--- config.mk ---
export PLATFORM = sky130hd
export DESIGN_NAME = alu_uart_ctrl
export DESIGN_NICKNAME = d
export VERILOG_FILES = /design/src/rtl/alu_pkg.sv /design/src/rtl/timeout_counter.sv /design/src/rtl/alu_uart_ctrl.sv
export SDC_FILE = /design/constraint.sdc
export NUM_CORES = 1
export LEC_CHECK = 0
export CAP_MARGIN = 20
export CORE_MARGIN = 10
export CORE_UTILIZATION = 50
export DETAILED_ROUTE_END_ITERATION = 10
export GPL_TIMING_DRIVEN = 0
export HOLD_SLACK_MARGIN = 0.15
export PLACE_DENSITY = 0.75
export SYNTH_ARGS = -nofsm -noshare
export SYNTH_HDL_FRONTEND = slang
export SYNTH_HIERARCHICAL = 1
export SYNTH_SLANG_ARGS = --single-unit
export TNS_END_PERCENT = 20
--- constraint.sdc ---
create_clock -name clk -period 2.45 [get_ports clk]
set_input_delay 0.245 -clock clk [delete_from_list [all_inputs] [get_ports clk]]
set_output_delay 0.245 -clock clk [all_outputs]
set_load 0.02 [all_outputs]
--- src/rtl/alu_pkg.sv ---
// Shared ALU definitions: opcodes, controller state encoding and opcode check.
package alu_pkg;

  localparam logic [5:0] OP_ADD = 6'h20;
  localparam logic [5:0] OP_SUB = 6'h22;
  localparam logic [5:0] OP_AND = 6'h24;
  localparam logic [5:0] OP_OR  = 6'h25;
  localparam logic [5:0] OP_XOR = 6'h26;
  localparam logic [5:0] OP_SRA = 6'h03;
  localparam logic [5:0] OP_SRL = 6'h02;
  localparam logic [5:0] OP_NOR = 6'h27;

  typedef enum logic [2:0] {
    S_WAIT_A, S_WAIT_B, S_WAIT_OP, S_EXEC,
    S_SEND_RES, S_WAIT_RES, S_SEND_STAT, S_WAIT_STAT
  } ctrl_state_e;

  function automatic logic op_valid(input logic [5:0] op);
    case (op)
      OP_ADD, OP_SUB, OP_AND, OP_OR, OP_XOR, OP_SRA, OP_SRL, OP_NOR: return 1'b1;
      default: return 1'b0;
    endcase
  endfunction

endpackage

--- src/rtl/timeout_counter.sv ---
// Inter-byte idle counter: runs while enabled, pulses expire on its last count.
module timeout_counter #(
  parameter int unsigned TIMEOUT_CYCLES = 50_000_000
) (
  input  logic clk,
  input  logic rst_n,
  input  logic clr,
  input  logic en,
  output logic expire
);

  localparam int unsigned W = (TIMEOUT_CYCLES > 1) ? $clog2(TIMEOUT_CYCLES) : 1;
  localparam logic [W-1:0] LAST = W'(TIMEOUT_CYCLES - 1);

  logic [W-1:0] cnt;

  // A zero limit disables expiry entirely.
  assign expire = (TIMEOUT_CYCLES != 0) && en && (cnt == LAST);

  always_ff @(posedge clk or negedge rst_n) begin
    if (!rst_n)                    cnt <= '0;
    else if (clr || !en || expire) cnt <= '0;
    else                           cnt <= cnt + 1'b1;
  end

endmodule

--- src/rtl/alu_uart_ctrl.sv ---
// UART-to-ALU sequencer: gathers A, B, opcode bytes, then replies result and status.
module alu_uart_ctrl
  import alu_pkg::*;
#(
  parameter int unsigned DATA_WIDTH     = 8,
  parameter int unsigned OP_WIDTH       = 6,
  parameter int unsigned TIMEOUT_CYCLES = 50_000_000
) (
  input  logic                  clk,
  input  logic                  rst_n,
  input  logic                  i_rx_done,
  input  logic [DATA_WIDTH-1:0] i_rx_data,
  input  logic                  i_tx_done,
  output logic                  o_tx_start,
  output logic [DATA_WIDTH-1:0] o_tx_data,
  output logic [DATA_WIDTH-1:0] o_alu_a,
  output logic [DATA_WIDTH-1:0] o_alu_b,
  output logic [OP_WIDTH-1:0]   o_alu_op,
  input  logic [DATA_WIDTH-1:0] i_alu_result,
  input  logic                  i_alu_zero,
  output logic                  o_busy,
  output logic                  o_timeout
);

  ctrl_state_e state;
  logic err, zero, accept, expire, op_err;

  assign accept = i_rx_done && (state inside {S_WAIT_A, S_WAIT_B, S_WAIT_OP});
  assign op_err = (i_rx_data[DATA_WIDTH-1:OP_WIDTH] != '0) || !op_valid(i_rx_data[OP_WIDTH-1:0]);

  timeout_counter #(.TIMEOUT_CYCLES(TIMEOUT_CYCLES)) u_tmo (
    .clk    (clk),
    .rst_n  (rst_n),
    .clr    (accept),
    .en     (state == S_WAIT_B || state == S_WAIT_OP),
    .expire (expire)
  );

  // The result byte is captured straight into o_tx_data so its start pulse
  // lands in the cycle after EXEC; o_tx_data doubles as the result register.
  always_ff @(posedge clk or negedge rst_n) begin
    if (!rst_n) begin
      state      <= S_WAIT_A;
      o_alu_a    <= '0;
      o_alu_b    <= '0;
      o_alu_op   <= '0;
      o_tx_data  <= '0;
      o_tx_start <= 1'b0;
      o_busy     <= 1'b0;
      o_timeout  <= 1'b0;
      err        <= 1'b0;
      zero       <= 1'b0;
    end else begin
      o_tx_start <= 1'b0;
      o_timeout  <= 1'b0;
      case (state)
        S_WAIT_A: if (i_rx_done) begin
          o_alu_a <= i_rx_data;
          state   <= S_WAIT_B;
        end
        S_WAIT_B: if (i_rx_done) begin
          o_alu_b <= i_rx_data;
          state   <= S_WAIT_OP;
        end else if (expire) begin
          o_timeout <= 1'b1;
          state     <= S_WAIT_A;
        end
        S_WAIT_OP: if (i_rx_done) begin
          o_alu_op <= i_rx_data[OP_WIDTH-1:0];
          err      <= op_err;
          o_busy   <= 1'b1;
          state    <= S_EXEC;
        end else if (expire) begin
          o_timeout <= 1'b1;
          state     <= S_WAIT_A;
        end
        S_EXEC: begin
          o_tx_data  <= i_alu_result;
          zero       <= i_alu_zero;
          o_tx_start <= 1'b1;
          state      <= S_SEND_RES;
        end
        S_SEND_RES: state <= S_WAIT_RES;
        S_WAIT_RES: if (i_tx_done) begin
          o_tx_data  <= {{(DATA_WIDTH-2){1'b0}}, err, zero};
          o_tx_start <= 1'b1;
          state      <= S_SEND_STAT;
        end
        S_SEND_STAT: state <= S_WAIT_STAT;
        S_WAIT_STAT: if (i_tx_done) begin
          o_busy <= 1'b0;
          state  <= S_WAIT_A;
        end
        default: state <= S_WAIT_A;
      endcase
    end
  end

endmodule
== Yosys cells after proc, flatten, opt, wreduce, memory -nomap -nowiden ==
Index checks and enable logic that the tools add are counted.
Operators by class
  reduce and logical (&&, ||, !) cells: 21
  equal/unequal tests: 20
  muxes and demuxes: 19
  $add $sub $neg: 1
Operators with widths (count)
  equality test 6 bit, second input constant: 6
  adder 26 x 1 -> 26 bit, second input constant: 1
  equality test 26 bit, second input constant: 1
  2-to-1 mux 26 bit: 1
  one-hot mux 3 bit (8 select lines): 1
  2-to-1 mux 3 bit: 6
  one-hot mux 8 bit (2 select lines): 1
  equality test 3 bit, second input constant: 4
  equality test 6 x 2 -> 1 bit, second input constant: 2
  2-to-1 mux 8 bit: 1
  != test 2 bit, second input constant: 4
  AND reduction 2 bit: 4
  OR reduction 8 bit: 1
  2-to-1 mux 1 bit: 7
  equality test 3 x 2 -> 1 bit, second input constant: 2
  AND reduction 3 bit: 2
  nonzero test 2 bit: 3
  logical OR 1 bit: 4
  one-hot mux 1 bit (2 select lines): 2
  equality test 3 x 1 -> 1 bit, second input constant: 1
  zero test 3 bit: 1
  nonzero test 3 bit: 1
  logical AND 1 bit: 2
  zero test 1 bit: 2
  OR reduction 2 bit: 1
Storage, ports and cells
  output and inout port bits: 33
  register bits: 64
  word-level logic and storage cells: 72

== Depth between registers and ports, before layout ==
  word-level depth: 6
  gate-level depth with buffers: 9

== Modules after synthesis ==
The synthesis kept the hierarchy.
Modules (own cells, without submodules)
  alu_uart_ctrl: times used 1, area an instance 1625.3 um^2, cells each 117
  timeout_counter: times used 1, area an instance 1350.0 um^2, cells each 143

== Worst setup path after synthesis ==
No wires, ideal clock.
  path kind: reg2reg
  start: register state[1]
  end: register u_tmo.cnt[2]
  path buffers: 2
  data required time: 2329 ps
  path slack: 293 ps
  arrival time: 2036 ps
  cell stages (with the launch flop): 9
  library setup time: 121 ps
  path through: dfrtp_1 buf_4 xnor2_1 nor2_1 nor4bb_1 nand4b_1 o311ai_2 buf_2 nor2_1
Between the ends
  longest elaborated chain between the ends: 6
Ends and longest elaborated chain
  from (decl): line alu_uart_ctrl.sv:25  | ctrl_state_e state;
  from (signal assigned): line alu_uart_ctrl.sv:43  | state <= S_WAIT_A;
  from (signal assigned): line alu_uart_ctrl.sv:59  | state <= S_WAIT_B;
  from (signal assigned): line alu_uart_ctrl.sv:63  | state <= S_WAIT_OP;
  equality test 3 x 1 -> 1 bit (tied with other cells): line alu_uart_ctrl.sv:28, alu_uart_ctrl.sv:35
  nonzero test 3 bit / logical OR 1 bit (equally long branches): line alu_uart_ctrl.sv:28, alu_uart_ctrl.sv:35
  logical AND 1 bit / zero test 1 bit (equally long branches): line alu_uart_ctrl.sv:28, timeout_counter.sv:22
  logical OR 1 bit: line timeout_counter.sv:22  | else if (clr || !en || expire) cnt <= '0;
  logical OR 1 bit *: line timeout_counter.sv:22
  2-to-1 mux 26 bit *: line timeout_counter.sv:22
  to (signal assigned): line timeout_counter.sv:23  | else cnt <= cnt + 1'b1;
  to (decl): line timeout_counter.sv:15  | logic [W-1:0] cnt;
Every way passes the cells marked *; elsewhere a longest branch is shown, timed or not.
A chain may end at the register's enable or synchronous reset.

== Worst setup path after layout ==
  start: register state[1]
  end: register u_tmo.cnt[3]
Same word-level chain as after synthesis.

==> run summary <==
Layout cell share with drive strength beyond 1 -> 19.3%
Post-synth EDFFs -> 0
Internal -> 2.73 mW
Post-DP HPWL -> 4750 um
Warnings from Yosys -> 6
CP max stage delay -> 0.43 ns
Crit path to -> u_tmo/cnt[3]$_DFF_PN0_
Net Count, Synth -> 282
Vias in the first global route -> 2,300
RSZ-0062 raised after global routing -> true
Final Max Slew Viols -> 0
# DRC -> 0
Ordered list of cells on the worst path -> buf_4, xnor2_1, nor2_2, nor4bb_1, nand4b_1, o311ai_4, clkbuf_4, nor2_1
DIE WIDTH -> 97.1 um
Sw power -> 1.48 mW
Mapped Cells -> 260
IO Port Bufs -> 53
Pleak -> 1.50 nW
CP delay by family, top -> simple AND/OR/NAND/NOR gates
R2r setup slk -> 0.11 ns
Die footprint -> 9440 um^2
Path category of the worst min-delay check -> reg2reg
Netlist Area Pre-Place -> 2980 um^2
Number of synthesized register bits -> 64
Commonest cells after routing, fill and taps aside -> 64 x dfrtp_1, 52 x clkdlybuf4s50_1, 28 x mux2_2
Fin util -> 65.5%
IO Pins -> 54
ANT nets after route -> 0
Final nets -> 349
Final Hold Viols -> 0
Tcrit/Tclk final -> 95.4%
TritonRoute pass-1 iters -> 4
Worst path buffer plus inverter count -> 2
Clock latency on the worst-skew pair -> 0.34 ns
Initial DRC Count -> 79
R2r startpoint -> state[1]$_DFFE_PN0P_
Post-synth cell types -> 42
Via density -> 5.54
Post-route minimum period -> 2.34 ns
Root Buffer Master -> clkbuf_8
Largest fanout on the critical path -> 10
Setup crit end kind -> flop
Total CTS buffers -> 9
Total Neg Setup Slack -> 0 ns
Slew @ Worst Pin -> 0.774 ns
Status -> finished, final reports clean
Combinational share of power -> 42.8%
Non-filler instance count after layout -> 407
Asr flop ratio synth -> 100%
R2R cell count -> 8
Tot GR Track Use -> 14.2%
CP Launch Type -> flop
Total grt overflow -> 0
Register area share after synthesis -> 53.8%
Crit. Startpoint -> state[1]$_DFFE_PN0P_
Placed insts -> 388
Pwr Total -> 4.21 mW
R2r endpoint -> u_tmo/cnt[3]$_DFF_PN0_
Setup violators final -> 0
FMAX -> 0.428 GHz
Drt wl/cell -> 16.3 um
PD cells -> 1100 nW/um^2
Bufs on Longest Clock Path -> 2
H-Tree Depth -> 3
Crit Path Class -> reg2reg
Final Cell Area -> 3830 um^2
Top_reg_cell synth -> dfrtp_1
TritonCTS clock tree -> done
Layout Skew -> 0.0133 ns
Seq pwr share -> 36.5%
Initial antenna violation count -> 0
CP Data Arrival Time -> 2.56 ns
Clock Sinks -> 64
VDD IR max -> 0.000638 V
Clock power share -> 20.7%
Largest net degree at the start of global routing -> 65
Commonest non-fill, non-tap cell in the layout -> dfrtp_1
Post-Route WL -> 6630 um
First-pass GRT wire length -> 11,200 um
Placer Congestion -> 0.824
Rel. slew slack -> 48.4%
Average size of a mapped cell -> 11.4 um^2
Die Ht -> 97.1 um
Inserted Diodes -> 0
# Max-Cap Violations -> 0
WP data required -> 2.67 ns
Vias -> 2,256
Area Overhead vs Synth -> 28.8%
Placed cell areas -> 3600 um^2
Core ar. -> 5850 um^2
Sw Ratio -> 35.2%
Stages on the worst setup path -> 8
Initial Util -> 50.9%
Clock-pin slew on the worst setup and hold paths -> 0.07 ns
Crit-path slowest cell -> dfrtp_1
Row cnt -> 28
worst min path at each step:
stage,to,start,depth (start not counted),slack (ns)
3_5_place_dp,o_alu_a[7]$_DFFE_PN0P_,rst_n,1,0.38
4_1_cts,o_alu_b[0]$_DFFE_PN0P_,o_alu_b[0]$_DFFE_PN0P_,1,0.51
2_1_floorplan,err$_DFFE_PN0P_,rst_n,0,-0.05
5_1_grt,zero$_DFFE_PN0P_,i_alu_zero,2,0.51
3_3_place_gp,o_alu_a[2]$_DFFE_PN0P_,o_alu_a[2]$_DFFE_PN0P_,1,0.49
6_report,err$_DFFE_PN0P_,err$_DFFE_PN0P_,1,0.51
stage by stage:
| stage | hold slack, ns | worst slack [ns] |
|---|---|---|
| 6_report | 0.509 | 0.114 |
| 5_1_grt | 0.515 | -0.0343 |
| 4_1_cts | 0.510 | 0.0376 |
| 3_5_place_dp | 0.377 | -0.189 |
| 3_3_place_gp | 0.489 | -0.926 |
| 2_1_floorplan | -0.0506 | 0.293 |
metal layers:
metal | vias up | global-route usage, % | routed length, um
met3 | 6 | 5.05 | 311
met4 | 0 | 4.43 | 57
met1 | 1121 | 17.3 | 3080
li1 | 1087 | - | -
met2 | 42 | 23.0 | 3180
met5 | - | 0 | 0
Yosys cell counts (all sizes together) (7+ instances only):
cell	number	area (um^2)
xnor2	9	78.8
or4	9	67.6
a21oi	15	75.1
nand3	12	65.1
mux2	28	315
buf	7	43.8
inv	7	26.3
dfrtp	64	1600
nor2	21	81.3
nand2	11	41.3
o21ai	13	65.1
final cells by class:
cell class                 count  area, um^2
timing repair buffer          56         553
sequential                    64        1600
buffer                        10        60.1
tap                           75        93.8
fill                         469        2020
inverter                       7        26.3
multi-input combinational    179        1310
clock buffer                  10         128
clock inverter                 6        60.1
state kept, by name, indices dropped and copies added (netlist names), 3 cells and up:
name	count
o_alu_b	8
o_tx_data	8
u_tmo/cnt	26
state	3
o_alu_op	6
o_alu_a	8
cell families (layout without fill, tap and decap cells):
family                   Yosys count  after routing  synth area share, %
XOR/XNOR                          13             13                 3.83
AO/OA/AOI/OAI                     47             47                 10.2
adder cells (fa/ha/maj)            1              1                0.420
AND/OR/NAND/NOR                   90             90                 18.4
multiplexers                      28             28                 10.6
flip-flops                        64             64                 53.8
buffers and inverters             17             89                 2.73
power groups by stage:
stage	clock network (mW)	logic [mW]	registers, mW
floorplan	0	0.695	1.85
global placement	0	1.73	1.54
detailed placement	0	1.78	1.56
CTS	0.876	1.82	1.54
global route	0.935	1.93	1.57
finish	0.870	1.80	1.54
repair_timing:
item / 4_1_cts / 5_1_grt
buffers inserted: 2 / 0
hold buffers: 1 / 0
hold endpoints to repair: 64 / 0
gates resized for setup: 1 / 4
pin swaps: 1 / 0
endpoints found under the setup margin: 20 / 23
No activity file was read; power rests on OpenSTA's default activity.
